### src/rtl/pcpu_regfile_sb.sv
// Register file with per-register pending-write counters that ID uses for RAW stalls.
// Optional same-cycle WB-to-read bypass: define PCPU_RF_BYPASS_EN.
module pcpu_regfile_sb #(
    parameter int DATA_W = 16,
    parameter int AW     = 3,
    parameter int PEND_W = 2
) (
    input  logic                          clock,
    input  logic                          reset,
    input  logic [AW-1:0]                 ra_addr,
    output logic [DATA_W-1:0]             ra_data,
    output logic                          ra_busy,
    input  logic [AW-1:0]                 rb_addr,
    output logic [DATA_W-1:0]             rb_data,
    output logic                          rb_busy,
    input  logic                          iss_valid,
    input  logic [AW-1:0]                 iss_rd,
    output logic                          iss_ready,
    input  logic                          wb_en,
    input  logic [AW-1:0]                 wb_addr,
    input  logic [DATA_W-1:0]             wb_data,
    input  logic                          wb_tracked,
    output logic                          sb_err,
    output logic [(2**AW)*DATA_W-1:0]     dbg_regs
);

    localparam int REG_CNT = 2**AW;
    localparam logic [PEND_W-1:0] PEND_MAX = '1;

    logic [DATA_W-1:0] regs_q [REG_CNT];
    logic [PEND_W-1:0] pend_q [REG_CNT];
    logic [PEND_W-1:0] pend_d [REG_CNT];
    logic              sb_err_q, sb_err_d;
    logic [REG_CNT-1:0] inc_vec, dec_vec;
    logic              wb_trk, acc;

    assign wb_trk = wb_en & wb_tracked;

    // A same-cycle tracked writeback to iss_rd frees a slot, so a saturated counter can still accept.
    assign iss_ready = (pend_q[iss_rd] != PEND_MAX) || (wb_trk && (wb_addr == iss_rd));
    assign acc       = iss_valid & iss_ready;

    always_comb begin
        inc_vec  = '0;
        dec_vec  = '0;
        sb_err_d = sb_err_q;
        for (int r = 0; r < REG_CNT; r++) begin
            inc_vec[r] = acc && (iss_rd == AW'(r));
            dec_vec[r] = wb_trk && (wb_addr == AW'(r)) && (pend_q[r] != '0);
            pend_d[r]  = pend_q[r];
            if (inc_vec[r] && !dec_vec[r]) begin
                pend_d[r] = pend_q[r] + 1'b1;
            end else if (!inc_vec[r] && dec_vec[r]) begin
                pend_d[r] = pend_q[r] - 1'b1;
            end
        end
        if (wb_trk && (pend_q[wb_addr] == '0)) begin
            sb_err_d = 1'b1;
        end
    end

    always_ff @(posedge clock) begin
        if (!reset) begin
            for (int r = 0; r < REG_CNT; r++) begin
                regs_q[r] <= '0;
                pend_q[r] <= '0;
            end
            sb_err_q <= 1'b0;
        end else begin
            if (wb_en) begin
                regs_q[wb_addr] <= wb_data;
            end
            for (int r = 0; r < REG_CNT; r++) begin
                pend_q[r] <= pend_d[r];
            end
            sb_err_q <= sb_err_d;
        end
    end

`ifdef PCPU_RF_BYPASS_EN
    assign ra_data = (wb_en && (wb_addr == ra_addr)) ? wb_data : regs_q[ra_addr];
    assign rb_data = (wb_en && (wb_addr == rb_addr)) ? wb_data : regs_q[rb_addr];
    // The last outstanding write retiring this cycle clears busy immediately.
    assign ra_busy = (pend_q[ra_addr] != '0) &&
                     !(wb_trk && (wb_addr == ra_addr) && (pend_q[ra_addr] == PEND_W'(1)));
    assign rb_busy = (pend_q[rb_addr] != '0) &&
                     !(wb_trk && (wb_addr == rb_addr) && (pend_q[rb_addr] == PEND_W'(1)));
`else
    assign ra_data = regs_q[ra_addr];
    assign rb_data = regs_q[rb_addr];
    assign ra_busy = (pend_q[ra_addr] != '0);
    assign rb_busy = (pend_q[rb_addr] != '0);
`endif

    assign sb_err = sb_err_q;

    genvar g;
    generate
        for (g = 0; g < REG_CNT; g++) begin : g_dbg
            assign dbg_regs[g*DATA_W +: DATA_W] = regs_q[g];
        end
    endgenerate

endmodule

### config.mk
export PLATFORM = sky130hd
export DESIGN_NAME = pcpu_regfile_sb
export DESIGN_NICKNAME = d
export VERILOG_FILES = /design/src/rtl/pcpu_regfile_sb.sv
export SDC_FILE = /design/constraint.sdc
export NUM_CORES = 1
export LEC_CHECK = 0
export ABC_CLOCK_PERIOD_IN_PS = 7200
export CORE_MARGIN = 2
export CORE_UTILIZATION = 54
export DETAILED_ROUTE_END_ITERATION = 10
export PLACE_DENSITY = 0.95
export SLEW_MARGIN = 0
export SYNTH_ARGS = -nofsm -noshare
export SYNTH_HDL_FRONTEND = slang
export SYNTH_SLANG_ARGS = --single-unit
### constraint.sdc
create_clock -name clock -period 7.2 [get_ports clock]
set_input_delay 1.08 -clock clock [delete_from_list [all_inputs] [get_ports clock]]
set_output_delay 1.08 -clock clock [all_outputs]
set_load 0.02 [all_outputs]
## Yosys cells after proc, flatten, opt, wreduce, memory -nomap -nowiden

Memories as Yosys holds them, arrays and structs flattened.
Index checks and enable logic that the tools add are counted.

| operators by class | value |
|---|---|
| add/sub/neg operators | 16 |
| multipliers | 0 |
| divide/modulo/power cells | 0 |
| $lt $le $gt $ge | 0 |
| equality and inequality tests | 16 |
| shifts and indexed selects | 0 |
| muxes and demuxes | 32 |
| bitwise logic cells | 10 |
| reductions and logical operators | 73 |

Operator list:

| cell | number |
|---|---|
| two-way mux 2 bit | 24 |
| logical AND 1 bit | 42 |
| equality test 3 bit, second input constant | 8 |
| nonzero test 2 bit | 10 |
| adder 2 x 1 -> 2 bit, second input constant | 8 |
| logical NOT 1 bit | 16 |
| two-way mux 16 bit | 1 |
| OR reduction 16 bit | 1 |
| subtractor 2 x 1 -> 2 bit, second input constant | 8 |
| equality test 3 x 2 -> 1 bit, second input constant | 4 |
| OR 1 bit | 8 |
| equality test 3 x 1 -> 1 bit, second input constant | 2 |
| logical NOT 3 bit | 2 |
| two-way mux 1 bit | 6 |
| equality test 3 bit | 1 |
| two-way mux 3 bit | 1 |
| bitwise AND 1 bit | 2 |
| logical NOT 2 bit | 1 |
| != test 2 bit, second input constant | 1 |
| logical OR 1 bit | 1 |

| storage, ports and cells | value |
|---|---|
| flip-flop bits (word level) | 1 |
| latch bits | 0 |
| memory bits (writable) | 144 |
| memory bits (read-only) | 0 |
| bits of input ports | 33 |
| output and inout bits | 164 |
| word-level logic and storage cells | 150 |
| memories kept | 2 |

Memory list:

| memory | words | bits a word | rd ports | clocked after memory_dff | write ports | line | source |
|---|---|---|---|---|---|---|---|
| regs_q | 8 | 16 | 10 | 0 | 8 | 30 | `logic [DATA_W-1:0] regs_q [REG_CNT];` |
| pend_q | 8 | 2 | 12 | 0 | 8 | 31 | `logic [PEND_W-1:0] pend_q [REG_CNT];` |

## Depth between registers and ports, before layout

Gate-level depths: netlist (run 1).

| logic depth | value |
|---|---|
| word-level depth | 10 |
| depth in mapped cells | 10 |
| mapped depth without buffers | 9 |

## Least setup slack after synthesis (run 1)

OpenSTA, ideal clock, no wires.

| timing | value |
|---|---|
| path type | input to output |
| start | input port ra_addr[0] |
| end | output port ra_data[0] |
| data arrival time | 2.409 ns |
| required time | 6.120 ns |
| setup slack | 3.711 ns |
| stages on the path | 4 |
| path buffers | 2 |
| cell sequence | buf_2 buf_2 mux4_2 mux2_2 |

| on the way | value |
|---|---|
| word-level cells in the longest chain between the ends | 1 |

Ends and longest elaborated chain:

| what | line | source |
|---|---|---|
| start: declaration | 10 | `input logic [AW-1:0] ra_addr,` |
| memory (8 x 16 bit) | -- |  |
| end: declaration | 11 | `output logic [DATA_W-1:0] ra_data,` |

No other way between the ends.

## Worst setup path after layout (run 1)

| timing | value |
|---|---|
| start | input port ra_addr[2] |
| end | output port ra_busy |

| on the way | value |
|---|---|
| word-level cells in the longest chain between the ends | 2 |

Ends and longest elaborated chain:

| what | line | source |
|---|---|---|
| memory (8 x 2 bit) | -- |  |
| nonzero test 2 bit | 91 | `assign ra_busy = (pend_q[ra_addr] != '0);` |
| end: declaration | 12 | `output logic ra_busy,` |

No other way between the ends.

==> results of run 1 <==
-- worst paths after layout --
kind,start,to,slack [ns]
max reg2reg,pend_q[0][0]$_SDFFE_PN0P_,pend_q[2][1]$_SDFFE_PN0P_,4.65
max,ra_addr[2],ra_busy,2.54
min reg2reg,sb_err$_SDFFE_PN0P_,sb_err$_SDFFE_PN0P_,0.49
min,sb_err$_SDFFE_PN0P_,sb_err$_SDFFE_PN0P_,0.49
-- flip-flops by register name, indices dropped and copies added, names as in the netlist --
| name | flops |
|---|---|
| pend_q | 16 |
| regs_q | 128 |
| sb_err | 1 |
-- cell type report --
cell class                      instances  area (um2)
Tap cell                              184         230
Clock buffer                           20         437
Sequential cell                       145        4180
Fill cell                             850        3870
Clock inverter                         11         138
Timing Repair Buffer                  202        1990
Inverter                                2        7.51
Multi-Input combinational cell        376        3680
-- worst reg2reg max path, stage by stage (launching register included) --
cell and delay [ns]:
sky130_fd_sc_hd__dfxtp_1 0.38, sky130_fd_sc_hd__and3b_1 0.21, sky130_fd_sc_hd__a311oi_1 0.31, sky130_fd_sc_hd__a221oi_1 0.12, sky130_fd_sc_hd__or3b_4 0.43, sky130_fd_sc_hd__nor2_1 0.16, sky130_fd_sc_hd__ha_1 0.28, sky130_fd_sc_hd__or3_1 0.39
sky130_fd_sc_hd__a21boi_0 0.19
-- cell usage in the layout, fill, tap and decap left out, types with 8 or more instances in the layout --
cell                              netlist  routed
sky130_fd_sc_hd__clkdlybuf4s50_1        0     192
sky130_fd_sc_hd__and2_1               136     136
sky130_fd_sc_hd__edfxtp_1             128     128
sky130_fd_sc_hd__mux4_2                66      66
sky130_fd_sc_hd__mux2_2                32      32
sky130_fd_sc_hd__nor2_1                23      22
sky130_fd_sc_hd__clkbuf_16              0      17
sky130_fd_sc_hd__dfxtp_1               17      17
sky130_fd_sc_hd__xor2_1                10      10
sky130_fd_sc_hd__nor3_1                 9       9
sky130_fd_sc_hd__o21ai_0               15       9
sky130_fd_sc_hd__or3_1                  9       9
sky130_fd_sc_hd__nand3b_1               8       8
sky130_fd_sc_hd__a21boi_0               8       8
sky130_fd_sc_hd__xnor2_1                8       8
sky130_fd_sc_hd__ha_1                   8       8
-- kinds of logic (layout without fill, tap and decap cells) --
family	count (synthesis)	count (layout)
flip-flops	145	145
multiplexers	99	99
adder cells (fa/ha/maj)	8	8
buffers and inverters	39	235
AND/OR/NAND/NOR	208	208
XOR/XNOR	18	18
AO/OA/AOI/OAI	43	43
-- layer usage --
metal | vias to the layer above | GRT usage (%) | share of wire, %
met3 | 107 | 7.09 | 9.9
met5 | - | 0 | 0
met2 | 475 | 53.0 | 51
met4 | 0 | 16.6 | 5.1
met1 | 3073 | 39.0 | 34
li1 | 2511 | - | -
-- power breakdown --
| group | total (mW) | switching [mW] | internal, mW |
|---|---|---|---|
| clock | 0.879 | 0.340 | 0.539 |
| sequential | 1.02 | 0.0498 | 0.969 |
| combinational | 0.481 | 0.243 | 0.238 |
-- stage by stage --
step | total power, mW | hold slack (ns) | utilization [%] | std cells
CTS | 2.37 | 0.492 | 73.4 | 940
detailed placement | 1.51 | 0.478 | 69.4 | 909
global placement | 1.49 | 0.450 | 69.4 | 909
finish | 2.38 | 0.489 | 73.4 | 940
global route | 2.43 | 0.503 | 73.4 | 940
floorplan | 1.28 | 0.473 | - | 560
==> results_tabular.tex, run 1 <==
\begin{tabular}{lr}
\hline
Metric & Value \\
\hline
\multicolumn{2}{l}{\textbf{Run status}} \\
Run status & finished, final reports clean \\
\multicolumn{2}{l}{\textbf{Floorplanning}} \\
Effective utilization at floorplan & 55.1\% \\
Placeable Area & 14500 um2 \\
Floorplan die area & 15800 um2 \\
I/O pin cnt & 197 \\
Floorplan die width & 126 um \\
Cell row count & 44 \\
Die Y-Extent & 126 um \\
\multicolumn{2}{l}{\textbf{GRT}} \\
First-pass GRT wire length & 37300 um \\
Via count of the first global-routing pass & 6304 \\
Number of antenna violations at the first check in global routing & 0 \\
Remaining global-route overflow & 0 \\
Total routing resource utilization after global routing & 31.7\% \\
Largest net degree at the start of global routing & 38 \\
\multicolumn{2}{l}{\textbf{Route}} \\
Via count & 6166 \\
Post-DR wirelength/cell & 26.5 um \\
First-iteration detailed-routing DRC count & 739 \\
Drt total wl & 25000 um \\
Antenna viol nets, final & 0 \\
First-pass iteration count of the detailed router & 5 \\
Via density & 6.56 \\
\# DRC & 0 \\
\multicolumn{2}{l}{\textbf{Setup path}} \\
Cell-by-cell trace of the critical path & clkdlybuf4s50\_1 -> buf\_4 -> mux4\_2 -> a21oi\_1 -> clkdlybuf4s50\_1 \\
Critical path depth & 5 \\
Crit path arrival time & 3.58 ns \\
Cell at the slowest stage of the critical path & sky130\_fd\_sc\_hd\_\_clkdlybuf4s50\_1 \\
CP endpoint kind & primary output \\
CP max FO & 13 \\
Sum of buffers and inverters on the critical path & 3 \\
Maximum single-stage delay on the critical path & 1.05 ns \\
Crit path kind & in -> out \\
Element type at the critical path start & input port \\
R2R cell count & 8 \\
Crit path max-delay family & buffers and inverters \\
Critical path's most frequent cell & sky130\_fd\_sc\_hd\_\_clkdlybuf4s50\_1 \\
Data required time of the worst path & 6.12 ns \\
\multicolumn{2}{l}{\textbf{Yosys}} \\
Adder and majority cell fraction of the synthesized area & 1.25\% \\
Synth Area in Compound Gates & 3.47\% \\
Synth Instances & 560 \\
Biggest area consumer among synthesized cells & sky130\_fd\_sc\_hd\_\_edfxtp\_1 \\
Mean instance size in the synthesized netlist & 14.3 um2 \\
Warnings, synthesis & 0 \\
Post-synthesis sequential area ratio & 52.3\% \\
Area share of the largest cell type after synthesis & 48.0\% \\
Number of enable-type register cells in the synthesized netlist & 128 \\
Main combinational cell family by area after synthesis & multiplexers \\
Synthesized-area fraction occupied by xor and xnor cells & 1.97\% \\
FF+latch count, synth & 145 \\
Nets in the synthesized netlist & 601 \\
Most used DFF post-synth & sky130\_fd\_sc\_hd\_\_edfxtp\_1 \\
Top area cells in the synthesized netlist & sky130\_fd\_sc\_hd\_\_edfxtp\_1 48\%, sky130\_fd\_sc\_hd\_\_mux4\_2 19\%, sky130\_fd\_sc\_hd\_\_and2\_1 11\% \\
Post-synthesis cell area & 8010 um2 \\
Most used standard cells in the synthesized netlist & 136 x sky130\_fd\_sc\_hd\_\_and2\_1, 128 x sky130\_fd\_sc\_hd\_\_edfxtp\_1, 66 x sky130\_fd\_sc\_hd\_\_mux4\_2, 32 x sky130\_fd\_sc\_hd\_\_mux2\_2, 23 x sky130\_fd\_sc\_hd\_\_nor2\_1 \\
Share of synthesized area spent on multiplexers & 23.2\% \\
Most frequent cell after synthesis & sky130\_fd\_sc\_hd\_\_and2\_1 \\
Post-synthesis cell type count & 38 \\
Async set or reset register ratio after synthesis & 0\% \\
Simple logic cell fraction of the synthesized area & 15.8\% \\
\multicolumn{2}{l}{\textbf{Power and ir drop}} \\
Pleak & 3.74 nW \\
Power density over the cells & 223 nW/um2 \\
VDD IR-drop max & 0.209 mV \\
\multicolumn{2}{l}{\textbf{STA}} \\
Fin crit period & 4.66 ns \\
Total Neg Setup Slack & 0 ns \\
Clock Skews & 0.00747 ns \\
Slew Limit Fails & 0 \\
Final hold violations & 0 \\
Rel. slew slack & 2.25\% \\
Maximum clock frequency & 0.215 GHz \\
Final worst-path cycle share & 64.7\% \\
\# setup viols final & 0 \\
Setup slack of the critical path after layout & 2.54 ns \\
Transition time of the tightest slew-check pin & 1.46 ns \\
Unrepaired setup endpoints after global routing & false \\
\multicolumn{2}{l}{\textbf{Worst hold path}} \\
Hold Path Cell Cnt & 1 \\
Min-delay worst type & reg -> reg \\
\multicolumn{2}{l}{\textbf{Flow run}} \\
Max-Cap Viols & 0 \\
\multicolumn{2}{l}{\textbf{Clock tree}} \\
Buffer cell driving the clock tree root & sky130\_fd\_sc\_hd\_\_clkbuf\_16 \\
Clock sink count & 145 \\
Post-CTS resize count & 0 \\
Max H-tree Level & 4 \\
CTS tree & yes \\
Clock latency on the worst-skew pair & 0.43 ns \\
Maximum buffer depth of the clock tree & 2 \\
Buffers inserted by post-CTS timing repair & 0 \\
Clock transition at the registers of the reported paths & 0.06 ns \\
Number of CTS-inserted buffers & 17 \\
Hold buffer count at cts & 0 \\
\multicolumn{2}{l}{\textbf{Cells and area}} \\
Fraction of layout cells with a size suffix above 1 & 19.2\% \\
Area added between synthesis and finish & 33.2\% \\
Post-route cell area & 10700 um2 \\
Layout net count & 785 \\
Antenna diode count & 0 \\
\multicolumn{2}{l}{\textbf{Placed design}} \\
Hpwl dp & 16300 um \\
Total of buffers placed on input and output ports & 196 \\
Placed instance area & 10100 um2 \\
Setup WS pre-CTS & 2.59 ns \\
RD Place Congestion & 0.936 \\
\hline
\end{tabular}
Power figures use the tool's default switching activity.
==> run 2, diff against run 1 <==
--- a/config.mk
+++ b/config.mk
@@ -5,11 +5,11 @@
 export SDC_FILE = /design/constraint.sdc
 export NUM_CORES = 1
 export LEC_CHECK = 0
-export ABC_CLOCK_PERIOD_IN_PS = 7200
+export ABC_CLOCK_PERIOD_IN_PS = 4800
 export CORE_MARGIN = 2
-export CORE_UTILIZATION = 54
+export CORE_UTILIZATION = 50
 export DETAILED_ROUTE_END_ITERATION = 10
-export PLACE_DENSITY = 0.95
+export PLACE_DENSITY = 0.92
 export SLEW_MARGIN = 0
 export SYNTH_ARGS = -nofsm -noshare
 export SYNTH_HDL_FRONTEND = slang
==> constraint.sdc (replaced) <==
create_clock -name clock -period 4.8 [get_ports clock]
set_input_delay 0.72 -clock clock [delete_from_list [all_inputs] [get_ports clock]]
set_output_delay 0.72 -clock clock [all_outputs]
set_load 0.02 [all_outputs]
==> results_tabular.tex, run 2 (same netlist as run 1, synthesis figures left out) <==
\begin{tabular}{lr}
\hline
Metric & Value \\
\hline
\multicolumn{2}{l}{\textbf{Run status}} \\
Run status & finished, final reports clean \\
\multicolumn{2}{l}{\textbf{STA}} \\
Fin crit period & 3.77 ns \\
Final hold violations & 0 \\
\# setup viols final & 0 \\
Clock Skews & 0.00401 ns \\
Rel. slew slack & 33.7\% \\
Transition time of the tightest slew-check pin & 0.994 ns \\
Unrepaired setup endpoints after global routing & false \\
Total Neg Setup Slack & 0 ns \\
Maximum clock frequency & 0.265 GHz \\
Slew Limit Fails & 0 \\
Final worst-path cycle share & 78.5\% \\
\multicolumn{2}{l}{\textbf{GRT}} \\
Met3 track demand over resource & 8.31\% \\
Via count of the first global-routing pass & 6029 \\
GR Util met1 & 36.1\% \\
Number of antenna violations at the first check in global routing & 0 \\
Largest net degree at the start of global routing & 36 \\
Remaining global-route overflow & 0 \\
First-pass GRT wire length & 35200 um \\
Layer carrying the most global-route usage & met2 \\
GR met2 Demand/Resource & 48.2\% \\
Total routing resource utilization after global routing & 28.6\% \\
\multicolumn{2}{l}{\textbf{Clock tree}} \\
CTS tree & yes \\
Hold buffer count at cts & 0 \\
Clock latency on the worst-skew pair & 0.42 ns \\
Number of CTS-inserted buffers & 17 \\
Clock sink count & 145 \\
Buffer cell driving the clock tree root & sky130\_fd\_sc\_hd\_\_clkbuf\_16 \\
Buffers inserted by post-CTS timing repair & 0 \\
Clock transition at the registers of the reported paths & 0.06 ns \\
Maximum buffer depth of the clock tree & 2 \\
Post-CTS resize count & 0 \\
Max H-tree Level & 4 \\
\multicolumn{2}{l}{\textbf{Cells and area}} \\
Area added between synthesis and finish & 35.2\% \\
Core occupancy in the finished layout & 68.7\% \\
Biggest register & regs\_q \\
Antenna diode count & 0 \\
Most frequent standard cell in the layout excluding fill and tap cells & sky130\_fd\_sc\_hd\_\_clkdlybuf4s50\_1 \\
Layout net count & 795 \\
Fraction of layout cells with a size suffix above 1 & 21.6\% \\
Max reg flops & 128 \\
Fillcell total & 1076 \\
Top library cells by usage in the layout, fill and taps aside & 192 x sky130\_fd\_sc\_hd\_\_clkdlybuf4s50\_1, 136 x sky130\_fd\_sc\_hd\_\_and2\_1, 128 x sky130\_fd\_sc\_hd\_\_edfxtp\_1, 66 x sky130\_fd\_sc\_hd\_\_mux4\_2, 32 x sky130\_fd\_sc\_hd\_\_mux2\_2 \\
\multicolumn{2}{l}{\textbf{Floorplanning}} \\
Floorplan die area & 17000 um2 \\
I/O pin cnt & 197 \\
Die Y-Extent & 131 um \\
Cell row count & 46 \\
Floorplan die width & 131 um \\
Placeable Area & 15800 um2 \\
Effective utilization at floorplan & 50.8\% \\
\multicolumn{2}{l}{\textbf{Power and ir drop}} \\
Logic gate share of total power & 20.3\% \\
Power density over the cells & 329 nW/um2 \\
Pleak & 3.81 nW \\
Cell-internal power & 2.59 mW \\
Reg power frac & 42.7\% \\
Net Switching & 0.977 mW \\
Part of the total power dissipated in the clock network & 36.9\% \\
Switching Fraction & 27.4\% \\
VDD IR-drop max & 0.270 mV \\
\multicolumn{2}{l}{\textbf{Placed design}} \\
Hpwl dp & 16400 um \\
Total of buffers placed on input and output ports & 196 \\
RD Place Congestion & 0.891 \\
\multicolumn{2}{l}{\textbf{Worst hold path}} \\
Min-delay worst type & reg -> reg \\
\multicolumn{2}{l}{\textbf{Route}} \\
Via count & 6017 \\
First-iteration detailed-routing DRC count & 570 \\
Drt total wl & 24100 um \\
\# DRC & 0 \\
First-pass iteration count of the detailed router & 5 \\
Via density & 6.12 \\
Post-DR wirelength/cell & 24.5 um \\
Antenna viol nets, final & 0 \\
\multicolumn{2}{l}{\textbf{Flow run}} \\
Max-Cap Viols & 0 \\
\multicolumn{2}{l}{\textbf{Setup path}} \\
CP endpoint kind & primary output \\
CP max FO & 15 \\
Crit path arrival time & 3.05 ns \\
Element type at the critical path start & input port \\
Data required time of the worst path & 4.08 ns \\
Crit path kind & in -> out \\
\hline
\end{tabular}
==> run 2: cell type report <==
| class | count | area, um2 | area share [%] |
|---|---|---|---|
| sequential | 145 | 4180 | 38.6 |
| multi-input combinational | 376 | 3700 | 34.1 |
| timing repair buffer | 212 | 2090 | 19.3 |
| clock buffer | 18 | 429 | 3.96 |
| tap | 216 | 270 | 2.50 |
| clock inverter | 14 | 155 | 1.43 |
| inverter | 2 | 7.51 | 0.0693 |
==> run 2: power by group through the flow <==
stage	clock, mW	combinational (mW)	sequential, mW
after floorplan	0	0.303	1.61
after global placement	0	0.707	1.54
after detailed placement	0	0.720	1.55
after CTS	1.32	0.725	1.52
after global routing	1.36	0.758	1.53
final	1.32	0.725	1.52
==> run 2: critical path, cell delays in order <==
cell and delay [ns]:
sky130_fd_sc_hd__clkdlybuf4s50_1 1.08, sky130_fd_sc_hd__buf_4 0.33, sky130_fd_sc_hd__mux2_2 0.36, sky130_fd_sc_hd__clkdlybuf4s50_1 0.54
==> run 2: final timing paths <==
| check | start | slack [ns] | cells after the start | to |
|---|---|---|---|---|
| hold reg to reg | sb_err$_SDFFE_PN0P_ | 0.48 | 1 | sb_err$_SDFFE_PN0P_ |
| setup / recovery | rb_addr[2] | 1.03 | 4 | rb_data[10] |
| hold / removal | sb_err$_SDFFE_PN0P_ | 0.48 | 1 | sb_err$_SDFFE_PN0P_ |
| setup reg to reg | pend_q[0][0]$_SDFFE_PN0P_ | 2.31 | 8 | pend_q[1][1]$_SDFFE_PN0P_ |
==> run 2: per-layer routing <==
| metal | share of wire [%] | up-vias |
|---|---|---|
| met4 | 1.7 | 0 |
| li1 | - | 2533 |
| met3 | 10 | 44 |
| met2 | 51 | 410 |
| met5 | 0 | - |
| met1 | 37 | 3030 |
==> run 2: metrics by stage <==
stage	cell area, um2	hold slack [ns]	worst slack [ns]	power [mW]	std cells
6_report	10800	0.475	1.03	3.57	983
3_3_place_gp	10200	0.468	1.14	2.25	951
4_1_cts	10800	0.481	1.10	3.56	983
2_1_floorplan	8010	0.473	2.03	1.92	560
5_1_grt	10800	0.517	0.965	3.65	983
3_5_place_dp	10200	0.467	1.10	2.27	951
==> run 3, diff against run 2 <==
--- a/config.mk
+++ b/config.mk
@@ -5,7 +5,7 @@
 export SDC_FILE = /design/constraint.sdc
 export NUM_CORES = 1
 export LEC_CHECK = 0
-export ABC_CLOCK_PERIOD_IN_PS = 4800
+export ABC_CLOCK_PERIOD_IN_PS = 3800
 export CORE_MARGIN = 2
 export CORE_UTILIZATION = 50
 export DETAILED_ROUTE_END_ITERATION = 10
==> constraint.sdc (replaced) <==
create_clock -name clock -period 3.8 [get_ports clock]
set_input_delay 0.57 -clock clock [delete_from_list [all_inputs] [get_ports clock]]
set_output_delay 0.57 -clock clock [all_outputs]
set_load 0.02 [all_outputs]
==> results_tabular.tex, run 3 (same netlist as run 1, synthesis figures left out) <==
\begin{tabular}{lr}
\hline
Metric & Value \\
\hline
\multicolumn{2}{l}{\textbf{Run status}} \\
Run status & finished, final reports clean \\
\multicolumn{2}{l}{\textbf{STA}} \\
Slew Limit Fails & 0 \\
Fin crit period & 3.24 ns \\
Unrepaired setup endpoints after global routing & false \\
Final worst-path cycle share & 85.4\% \\
Clock Skews & 0.00641 ns \\
Final hold violations & 0 \\
\# setup viols final & 0 \\
Rel. slew slack & 42.5\% \\
Total Neg Setup Slack & 0 ns \\
Maximum clock frequency & 0.308 GHz \\
Transition time of the tightest slew-check pin & 0.861 ns \\
\multicolumn{2}{l}{\textbf{Clock tree}} \\
Buffers inserted by post-CTS timing repair & 0 \\
Maximum buffer depth of the clock tree & 2 \\
Hold buffer count at cts & 0 \\
Clock transition at the registers of the reported paths & 0.05 ns \\
Buffer cell driving the clock tree root & sky130\_fd\_sc\_hd\_\_clkbuf\_16 \\
Post-CTS resize count & 0 \\
Clock latency on the worst-skew pair & 0.42 ns \\
Number of CTS-inserted buffers & 17 \\
Max H-tree Level & 4 \\
CTS tree & yes \\
Clock sink count & 145 \\
\multicolumn{2}{l}{\textbf{Floorplanning}} \\
Die Y-Extent & 131 um \\
Placeable Area & 15800 um2 \\
Effective utilization at floorplan & 50.8\% \\
I/O pin cnt & 197 \\
Floorplan die area & 17000 um2 \\
Cell row count & 46 \\
Floorplan die width & 131 um \\
\multicolumn{2}{l}{\textbf{Flow run}} \\
Max-Cap Viols & 0 \\
\multicolumn{2}{l}{\textbf{Cells and area}} \\
Biggest register & regs\_q \\
Area added between synthesis and finish & 36.3\% \\
Top library cells by usage in the layout, fill and taps aside & 192 x sky130\_fd\_sc\_hd\_\_clkdlybuf4s50\_1, 136 x sky130\_fd\_sc\_hd\_\_and2\_1, 128 x sky130\_fd\_sc\_hd\_\_edfxtp\_1, 66 x sky130\_fd\_sc\_hd\_\_mux4\_2, 32 x sky130\_fd\_sc\_hd\_\_mux2\_2 \\
Multi-input gate area & 3700 um2 \\
Antenna diode count & 0 \\
Fraction of layout cells with a size suffix above 1 & 22.4\% \\
Fillcell total & 1056 \\
Max reg flops & 128 \\
Layout net count & 806 \\
Sequential cell area in the final layout & 4180 um2 \\
Most frequent standard cell in the layout excluding fill and tap cells & sky130\_fd\_sc\_hd\_\_clkdlybuf4s50\_1 \\
Core occupancy in the finished layout & 69.2\% \\
\multicolumn{2}{l}{\textbf{Power and ir drop}} \\
Cell-internal power & 3.21 mW \\
Reg power frac & 43.6\% \\
Net Switching & 1.20 mW \\
Pleak & 3.86 nW \\
Logic gate share of total power & 21.1\% \\
Switching Fraction & 27.3\% \\
Power density over the cells & 404 nW/um2 \\
VDD IR-drop max & 0.317 mV \\
Part of the total power dissipated in the clock network & 35.3\% \\
\multicolumn{2}{l}{\textbf{Placed design}} \\
Hpwl dp & 16900 um \\
Total of buffers placed on input and output ports & 196 \\
RD Place Congestion & 0.896 \\
\multicolumn{2}{l}{\textbf{Route}} \\
First-iteration detailed-routing DRC count & 658 \\
Antenna viol nets, final & 0 \\
Via density & 6.14 \\
First-pass iteration count of the detailed router & 5 \\
Via count & 6108 \\
Post-DR wirelength/cell & 24.4 um \\
Drt total wl & 24300 um \\
\# DRC & 0 \\
\multicolumn{2}{l}{\textbf{Setup path}} \\
Element type at the critical path start & input port \\
Crit path kind & in -> out \\
Crit path arrival time & 2.67 ns \\
CP endpoint kind & primary output \\
Data required time of the worst path & 3.23 ns \\
CP max FO & 14 \\
\multicolumn{2}{l}{\textbf{GRT}} \\
Largest net degree at the start of global routing & 35 \\
Remaining global-route overflow & 0 \\
First-pass GRT wire length & 35700 um \\
Number of antenna violations at the first check in global routing & 0 \\
Via count of the first global-routing pass & 6337 \\
Total routing resource utilization after global routing & 29.1\% \\
\multicolumn{2}{l}{\textbf{Worst hold path}} \\
Min-delay worst type & reg -> reg \\
\hline
\end{tabular}
## run 3: cell count changes in the layout (fill, tap and decap cells not counted)
cell and change:
sky130_fd_sc_hd__clkinv_1 +1, sky130_fd_sc_hd__clkinvlp_4 -2, sky130_fd_sc_hd__buf_4 +8, sky130_fd_sc_hd__clkinv_4 +2
sky130_fd_sc_hd__bufinv_16 -1, sky130_fd_sc_hd__clkbuf_1 +2, sky130_fd_sc_hd__inv_8 -2, sky130_fd_sc_hd__buf_12 +3
## run 3: worst max-delay path, stage by stage
cell                              delay (ns)
sky130_fd_sc_hd__clkdlybuf4s50_1        0.76
sky130_fd_sc_hd__and3b_1                0.24
sky130_fd_sc_hd__a311oi_1               0.23
sky130_fd_sc_hd__a221oi_1               0.10
sky130_fd_sc_hd__mux2i_1                0.15
sky130_fd_sc_hd__clkdlybuf4s50_1        0.62
## run 3: final cells by class
type | instances | share of cell area (%)
clock buffers | 20 | 4.00
clock inverters | 12 | 0.998
inverters | 2 | 0.0688
multi-input cells | 376 | 33.9
flip-flops and latches | 145 | 38.3
well taps | 216 | 2.48
repair buffers | 223 | 20.2
## run 3: worst paths after layout
| check | endpoint | from | slack (ns) | depth (start not counted) |
|---|---|---|---|---|
| setup / recovery | iss_ready | iss_rd[1] | 0.56 | 6 |
| setup reg to reg | pend_q[2][1]$_SDFFE_PN0P_ | pend_q[0][0]$_SDFFE_PN0P_ | 1.29 | 8 |
| hold / removal | pend_q[7][1]$_SDFFE_PN0P_ | pend_q[7][1]$_SDFFE_PN0P_ | 0.53 | 2 |
| hold reg to reg | pend_q[7][1]$_SDFFE_PN0P_ | pend_q[7][1]$_SDFFE_PN0P_ | 0.53 | 2 |
## run 3: stage by stage
stage          power [mW]  std cells  hold slack (ns)  setup slack, ns  instance area, um2
2_1_floorplan        2.42        560            0.473             1.22                8010
3_3_place_gp         2.85        962            0.506            0.532               10400
3_5_place_dp         2.88        962            0.519            0.363               10400
4_1_cts              4.41        994            0.527            0.555               10900
5_1_grt              4.53        994            0.559            0.394               10900
6_report             4.41        994            0.533            0.556               10900
## run 3: metal layers
metal  routed length, um  part of all wire [%]  global-route usage [%]  vias up
met4                 648                   2.7                    12.1        0
met1                9100                    37                    36.7     3124
met5                   0                     0                       0        -
met3                2400                   9.9                    8.02       54
li1                    -                     -                       -     2560
met2               12100                    50                    47.9      370
## run 3: power groups by stage
stage               sequential (mW)  clock, mW  combinational [mW]
global placement               1.94          0               0.909
CTS                            1.92       1.56               0.931
finish                         1.92       1.56               0.931
global route                   1.93       1.62               0.973
detailed placement             1.95          0               0.926
floorplan                      2.04          0               0.383
